File: config.mk
export PLATFORM = sky130hd
export DESIGN_NAME = sr165_reader_flat
export DESIGN_NICKNAME = d
export VERILOG_FILES = /design/src/rtl/sr165_pkg.sv /design/src/rtl/sr165_if.sv /design/src/rtl/sr165_sync2.sv /design/src/rtl/sr165_reader.sv /design/src/flat_wrapper.sv
export SDC_FILE = /design/constraint.sdc
export NUM_CORES = 1
export LEC_CHECK = 0
export CORE_MARGIN = 2
export CORE_UTILIZATION = 59
export CTS_CLUSTER_SIZE = 30
export DETAILED_ROUTE_END_ITERATION = 10
export PLACE_DENSITY = 0.83
export SLEW_MARGIN = 20
export SYNTH_ARGS = -nofsm -noshare
export SYNTH_HDL_FRONTEND = slang
export SYNTH_HIERARCHICAL = 1
export SYNTH_SLANG_ARGS = --single-unit
File: constraint.sdc
create_clock -name clk -period 4.55 [get_ports clk]
set_input_delay 0.91 -clock clk [delete_from_list [all_inputs] [get_ports clk]]
set_output_delay 0.91 -clock clk [all_outputs]
set_load 0.01 [all_outputs]
File: src/rtl/sr165_pkg.sv
// Shared types and constants for the 74x165 chain reader.
package sr165_pkg;

    localparam int MIN_CLKDIV = 3;

    typedef enum logic [2:0] {
        ST_IDLE,
        ST_LOAD,
        ST_SETTLE,
        ST_LOW,
        ST_HIGH,
        ST_DONE
    } state_e;

endpackage

File: src/rtl/sr165_if.sv
// Device-side pins and word handshake of the 74x165 chain reader.
interface sr165_if #(
    parameter int NBITS = 8
);
    logic             start;
    logic             q7;
    logic             shld;
    logic             serclk;
    logic             busy;
    logic [NBITS-1:0] out_data;
    logic             out_valid;
    logic             out_ready;

    modport slave (
        input  start, q7, out_ready,
        output shld, serclk, busy, out_data, out_valid
    );

    modport master (
        output start, q7, out_ready,
        input  shld, serclk, busy, out_data, out_valid
    );
endinterface

File: src/rtl/sr165_sync2.sv
// Two-flop synchronizer for the asynchronous serial data line.
module sr165_sync2 (
    input  logic clk,
    input  logic rst_n,
    input  logic d,
    output logic q
);
    logic meta;

    always_ff @(posedge clk or negedge rst_n) begin
        if (!rst_n) begin
            meta <= 1'b0;
            q    <= 1'b0;
        end else begin
            meta <= d;
            q    <= meta;
        end
    end
endmodule

File: src/rtl/sr165_reader.sv
// Reads a daisy chain of 74x165 shift registers: parallel load, then shift the
// chain out MSB-first and present the assembled word with a valid/ready handshake.
module sr165_reader
    import sr165_pkg::*;
#(
    parameter int WIDTH  = 8,
    parameter int NCHIPS = 1,
    parameter int CLKDIV = 4
) (
    input  logic clk,
    input  logic rst_n,
    sr165_if.slave bus
);
    localparam int NBITS = WIDTH * NCHIPS;
    localparam int CNT_W = $clog2(NBITS + 1);
    localparam int DIV_W = 8;

    if (CLKDIV < MIN_CLKDIV || CLKDIV > 255) begin : g_bad_clkdiv
        $error("sr165_reader: CLKDIV out of range 3..255");
    end

    state_e             state_q, state_d;
    logic [DIV_W-1:0]   div_q, div_d;
    logic [CNT_W-1:0]   bit_q, bit_d;
    logic [NBITS-1:0]   shift_q, shift_d;
    logic [NBITS-1:0]   data_q, data_d;
    logic               shld_q, serclk_q, busy_q, valid_q;
    logic               q7_s;
    logic               div_last;

    sr165_sync2 u_sync (
        .clk   (clk),
        .rst_n (rst_n),
        .d     (bus.q7),
        .q     (q7_s)
    );

    assign div_last = (div_q == DIV_W'(CLKDIV - 1));

    always_comb begin
        state_d = state_q;
        div_d   = div_q + DIV_W'(1);
        bit_d   = bit_q;
        shift_d = shift_q;
        data_d  = data_q;
        unique case (state_q)
            ST_IDLE: begin
                div_d = '0;
                if (bus.start) begin
                    state_d = ST_LOAD;
                    bit_d   = '0;
                end
            end
            ST_LOAD: begin
                if (div_last) begin
                    state_d = ST_SETTLE;
                    div_d   = '0;
                end
            end
            ST_SETTLE: begin
                if (div_last) begin
                    state_d = ST_LOW;
                    div_d   = '0;
                end
            end
            ST_LOW: begin
                if (div_last) begin
                    // Sample at the end of LOW so the synchronizer has settled.
                    shift_d = NBITS'({shift_q, q7_s});
                    bit_d   = bit_q + CNT_W'(1);
                    div_d   = '0;
                    if (bit_q == CNT_W'(NBITS - 1)) begin
                        state_d = ST_DONE;
                        data_d  = NBITS'({shift_q, q7_s});
                    end else begin
                        state_d = ST_HIGH;
                    end
                end
            end
            ST_HIGH: begin
                if (div_last) begin
                    state_d = ST_LOW;
                    div_d   = '0;
                end
            end
            ST_DONE: begin
                div_d = '0;
                if (bus.out_ready) begin
                    if (bus.start) begin
                        state_d = ST_LOAD;
                        bit_d   = '0;
                    end else begin
                        state_d = ST_IDLE;
                    end
                end
            end
            default: state_d = ST_IDLE;
        endcase
    end

    always_ff @(posedge clk or negedge rst_n) begin
        if (!rst_n) begin
            state_q <= ST_IDLE;
            div_q   <= '0;
            bit_q   <= '0;
            shift_q <= '0;
            data_q  <= '0;
        end else begin
            state_q <= state_d;
            div_q   <= div_d;
            bit_q   <= bit_d;
            shift_q <= shift_d;
            data_q  <= data_d;
        end
    end

    // Pin outputs are registered from the next state so they never glitch.
    always_ff @(posedge clk or negedge rst_n) begin
        if (!rst_n) begin
            shld_q   <= 1'b1;
            serclk_q <= 1'b0;
            busy_q   <= 1'b0;
            valid_q  <= 1'b0;
        end else begin
            shld_q   <= (state_d != ST_LOAD);
            serclk_q <= (state_d == ST_HIGH);
            busy_q   <= (state_d != ST_IDLE);
            valid_q  <= (state_d == ST_DONE);
        end
    end

    assign bus.shld      = shld_q;
    assign bus.serclk    = serclk_q;
    assign bus.busy      = busy_q;
    assign bus.out_valid = valid_q;
    assign bus.out_data  = data_q;
endmodule

File: src/flat_wrapper.sv
// flat-port wrapper written by rule: the top's interface ports become plain ports
module sr165_reader_flat import sr165_pkg::*;
#(
    parameter int WIDTH  = 8,
    parameter int NCHIPS = 1,
    parameter int CLKDIV = 4
)
  (clk, rst_n, bus_start, bus_q7, bus_out_ready, bus_shld, bus_serclk, bus_busy, bus_out_data, bus_out_valid);
  sr165_if #(.NBITS(8)) bus_i ();
  input  logic clk;
  input  logic rst_n;
  input wire logic [$bits(bus_i.start)-1:0] bus_start;
  input wire logic [$bits(bus_i.q7)-1:0] bus_q7;
  input wire logic [$bits(bus_i.out_ready)-1:0] bus_out_ready;
  output wire logic [$bits(bus_i.shld)-1:0] bus_shld;
  output wire logic [$bits(bus_i.serclk)-1:0] bus_serclk;
  output wire logic [$bits(bus_i.busy)-1:0] bus_busy;
  output wire logic [$bits(bus_i.out_data)-1:0] bus_out_data;
  output wire logic [$bits(bus_i.out_valid)-1:0] bus_out_valid;
  assign bus_i.start = bus_start;
  assign bus_i.q7 = bus_q7;
  assign bus_i.out_ready = bus_out_ready;
  assign bus_shld = bus_i.shld;
  assign bus_serclk = bus_i.serclk;
  assign bus_busy = bus_i.busy;
  assign bus_out_data = bus_i.out_data;
  assign bus_out_valid = bus_i.out_valid;
  sr165_reader #(.WIDTH(WIDTH), .NCHIPS(NCHIPS), .CLKDIV(CLKDIV)) u_core (.clk(clk), .rst_n(rst_n), .bus(bus_i));
endmodule
# Word level (Yosys, flattened, before mapping)
# Cells that the tools add are included.
[totals]
reg_bits = 36
out_inout_bits = 12
[classes]
addsub = 2
mux = 14
eq_ne = 12
reduce_logical = 9
[ops]
columns = ["cell", "n"]
rows = [
  ["$pmux 8 s2", 1],
  ["$mux 3", 5],
  ["$pmux 3 s5", 1],
  ["$eq 3x3->1 const B", 4],
  ["$mux 4", 3],
  ["$pmux 4 s3", 1],
  ["$add 8x1->8 const B", 1],
  ["$eq 8x2->1 const B", 1],
  ["$mux 8", 1],
  ["$eq 3x2->1 const B", 2],
  ["$reduce_and 3->1", 2],
  ["$reduce_bool 3->1", 2],
  ["$add 4x1->4 const B", 1],
  ["$eq 4x3->1 const B", 1],
  ["$reduce_or 2->1", 2],
  ["$reduce_or 4->1", 1],
  ["$eq 3x1->1 const B", 1],
  ["$logic_not 3->1", 1],
  ["$ne 3x1->1 const B", 1],
  ["$mux 1", 2],
  ["$ne 2x1->1 const B", 1],
  ["$ne 2x2->1 const B", 1],
  ["$reduce_and 2->1", 1],
]

# Longest topological paths before layout
[depth]
depth_word = 5
mapped_depth = 6
mapped_depth_nobuf = 5

# By module
# The synthesis kept the hierarchy.
[by_module_without_submodules]
columns = ["mod", "area_per_inst_um2", "seq_area_each_um2", "cells_per_inst", "n_inst"]
rows = [
  ["sr165_reader", 1574.0, 852.1, 128, 1],
  ["sr165_sync2", 50.0, 50.0, 2, 1],
]

# Worst setup path before layout
# Ideal clock, no wire load.
[synth_timing]
path_kind = "input -> register"
startpoint = "in bus_out_ready"
endpoint = "reg u_core.busy_q, in the netlist u_core/bus.busy"
path_stages = 4
path_slack_ps = 2659
setup_ps = 132
arrival_time_ps = 1760
cell_sequence = "nor2b_1 -> o2bb2ai_1 -> a211oi_1 -> or3b_1"
[synth_between]
elab_chain_cells = 3
[synth_rtl]
columns = ["item", "line", "rtl"]
rows = [
  ["start: declaration", "flat_wrapper.sv:14", "input wire logic [$bits(bus_i.out_ready)-1:0] bus_out_ready;"],
  ["$mux 3", "sr165_reader.sv:88", "if (bus.out_ready) begin"],
  ["$pmux 3 s5", "sr165_reader.sv:46", "unique case (state_q)"],
  ["$reduce_bool 3->1", "sr165_reader.sv:127", "busy_q <= (state_d != ST_IDLE);"],
  ["end signal: assignment", "sr165_reader.sv:127", ""],
  ["end: declaration", "sr165_reader.sv:27", "logic shld_q, serclk_q, busy_q, valid_q;"],
]
# Every way passes these cells.
# A chain may end at the register's enable or synchronous reset.

# Worst setup path in the final report
[layout_timing]
startpoint = "reg u_core.shld_q, in the netlist u_core/bus.shld"
endpoint = "out bus_shld"
[layout_rtl]
columns = ["item", "line", "rtl"]
rows = [
  ["start: declaration", "sr165_reader.sv:27", ""],
  ["start signal: assignment", "sr165_reader.sv:125", "shld_q <= (state_d != ST_LOAD);"],
  ["end: declaration", "flat_wrapper.sv:15", "output wire logic [$bits(bus_i.shld)-1:0] bus_shld;"],
]
# No word-level cell between the ends.

==> impl_metrics.json <==
{
  "crit_arrival_ns": 1.38,
  "die_area_um2": 3190,
  "finalHoldViolCount": 0,
  "synth_ff_type": "dfrtp_1",
  "core-area_um2": 2690,
  "cts_root_buf": "clkbuf_4",
  "syn_area_um2": 1620,
  "cp_top_family": "flip-flops",
  "nNetsFinal": 158,
  "setup_viol": 0,
  "antenna_found_initial": 0,
  "grt-ovfl-total": 0,
  "yosysMostFrequentCell": "dfrtp_1",
  "fin_crit_sh": 0.504,
  "routed_wl_mm": 2.77,
  "synth_area_leaders": "dfrtp_1 (54%), mux2_4 (6.5%), mux2_2 (5.5%)",
  "die_h_um": 56.5,
  "synthTopCellsByCount": "dfrtp_1 (35), nor2_1 (15), mux2_2 (8)",
  "cts_buffer_depth": 2,
  "io_buffers": 16,
  "maxCapViolations": 0,
  "die_x_um": 56.5,
  "sequential_cell_area_um2": 902,
  "cts_hold_buf": 0,
  "netlist-cell-type-count": 38,
  "crit_required_ns": 3.64,
  "area_growth_pct": 15.9,
  "fin_ws_ns": 2.26,
  "yosysSeqAreaShare": 0.555,
  "relSlewSlack": 0.666,
  "p_per_area_nw_per_um2": 462,
  "cts_tree": "done",
  "cts_resized": 0,
  "fp-row-count": 19,
  "dr.first_iter.drc_count": 24,
  "synth-seq-cells": 36,
  "final_max_slew_viol_count": 0,
  "peakVddDrop_uv": 357,
  "clock_sinks": 36,
  "cp.buffers_inverters": 1,
  "cts_max_level": 2,
  "crit_type": "flop to output port",
  "cp-start-kind": "flop",
  "firstDrtPassIters": 4,
  "hold_path_class": "flop to flop",
  "grt_use_total": 0.200,
  "start_util": 0.605,
  "cts_setup_buffers": 0,
  "multi_input_area_um2": 691,
  "synth.avg_cell_area_um2": 12.5,
  "diodes": 0,
  "wire_per_inst_um": 15.1,
  "dpl_worst_slack_ns": 2.06,
  "worst_pin_slew_ns": 0.499,
  "end_kind": "output port",
  "place.gp.congestion": 0.775,
  "leakage_nw": 0.904,
  "synth_top_area_share": 0.539,
  "grt_max_degree": 37,
  "synth.net_count": 137,
  "ant_nets": 0,
  "io_pins": 17,
  "fill_cells": 192,
  "synthesis.instances": 130,
  "rsz0062_at_grt": "false",
  "numCtsBuffers": 5,
  "status": "finished clean",
  "yosys_warnings": 6,
  "slowest_delay_ns": 0.53,
  "synthArstFlopShare": 1.00,
  "worstPathCellList": "clkdlybuf4s50_1",
  "drc_errors": 0,
  "finalClockSkew_ns": 0.00744,
  "grt_pass1_wl_mm": 4.79,
  "viasPerCell": 5.69,
  "clock_latency_ns": 0.34,
  "grt_pass1_vias": 1018,
  "drive_above_1_share": 0.204,
  "dp_hpwl_mm": 1.87,
  "synth_edf_count": 0,
  "fmax_mhz": 436,
  "synth_top_cell_by_area": "dfrtp_1",
  "path_clk_slew_ns": 0.10,
  "crit_fanout": 1,
  "num_vias": 1042,
  "setup_tns_ns": 0,
  "fin_crit_ns": 2.29,
  "crit_path_top_delay_cell": "dfstp_2"
}
[final timing paths]
kind,startpoint,endpoint,slack (ns),depth (start not counted)
worst max register to register,u_core/div_q[0]$_DFF_PN0_,u_core/bit_q[1]$_DFFE_PN0P_,2.41,5
worst min register to register,u_core/u_sync/meta$_DFF_PN0_,u_core/u_sync/q$_DFF_PN0_,0.37,0
min in group asynchronous,rst_n,u_core/bit_q[0]$_DFFE_PN0P_,0.97,2
max in group asynchronous,rst_n,u_core/bus.shld$_DFF_PN1_,3.24,2
worst min-delay path,u_core/u_sync/meta$_DFF_PN0_,u_core/u_sync/q$_DFF_PN0_,0.37,0
worst max-delay path,u_core/bus.shld$_DFF_PN1_,bus_shld,2.26,1
[placed cells by master, fill, tap and decap left out, types with 5 or more instances in the layout]
cell	count
clkbuf_4	5
clkdlybuf4s50_1	16
dfrtp_1	35
mux2_2	8
mux2_4	7
nand2_1	7
nand3_1	6
nor2_1	15
xnor2_1	5
[where the power goes]
part	internal (mW)	leakage, nW	total (mW)	switching, mW
combinational	0.111	0.381	0.226	0.115
clock	0.115	0.0422	0.215	0.0998
sequential	0.372	0.481	0.429	0.0569
total	0.599	0.904	0.871	0.272
[metrics by stage]
| step | total power, mW | utilization | hold WS (ns) | instances | cell area, um^2 |
|---|---|---|---|---|---|
| after detailed placement | 0.659 | 0.673 | 0.345 | 175 | 1810 |
| after global placement | 0.645 | 0.673 | 0.334 | 175 | 1810 |
| after global routing | 0.931 | 0.701 | 0.390 | 183 | 1880 |
| after CTS | 0.876 | 0.701 | 0.373 | 183 | 1880 |
| final | 0.871 | 0.701 | 0.370 | 183 | 1880 |
| after floorplan | 0.594 | - | 0.331 | 130 | 1620 |
[cell families after synthesis]
kind of cell,after synthesis,synth area share
XOR/XNOR,7,0.0378
buffers and inverters,5,0.0193
adder cells (fa/ha/maj),2,0.0154
flip-flops,36,0.555
AO/OA/AOI/OAI,16,0.0747
multiplexers,16,0.126
AND/OR/NAND/NOR,48,0.171
[per-layer routing]
| layer | wire [um] | part of all wire | track usage | up-vias |
|---|---|---|---|---|
| li1 | - | - | - | 498 |
| met1 | 1180 | 0.43 | 0.256 | 510 |
| met2 | 1410 | 0.51 | 0.312 | 24 |
| met5 | 0 | 0 | 0 | - |
| met3 | 107 | 0.039 | 0.0530 | 10 |
| met4 | 74 | 0.027 | 0.102 | 0 |
[area by class of cell]
type,instances,share of cell area
repair buffers,17,0.0890
inverters,2,0.00399
multi-input cells,89,0.367
well taps,31,0.0206
flip-flops and latches,36,0.479
clock buffers,6,0.0219
clock inverters,2,0.0186
[sequential cells by signal (all words and copies together) (netlist names)]
name / count
u_core/u_sync/meta: 1
u_core/div_q: 8
u_core/u_sync/q: 1
u_core/shift_q: 7
u_core/bus.busy: 1
u_core/bit_q: 4
u_core/state_q: 3
u_core/bus.shld: 1
u_core/bus.out_valid: 1
u_core/bus.serclk: 1
u_core/bus.out_data: 8
No activity file was read; power rests on OpenSTA's default activity.
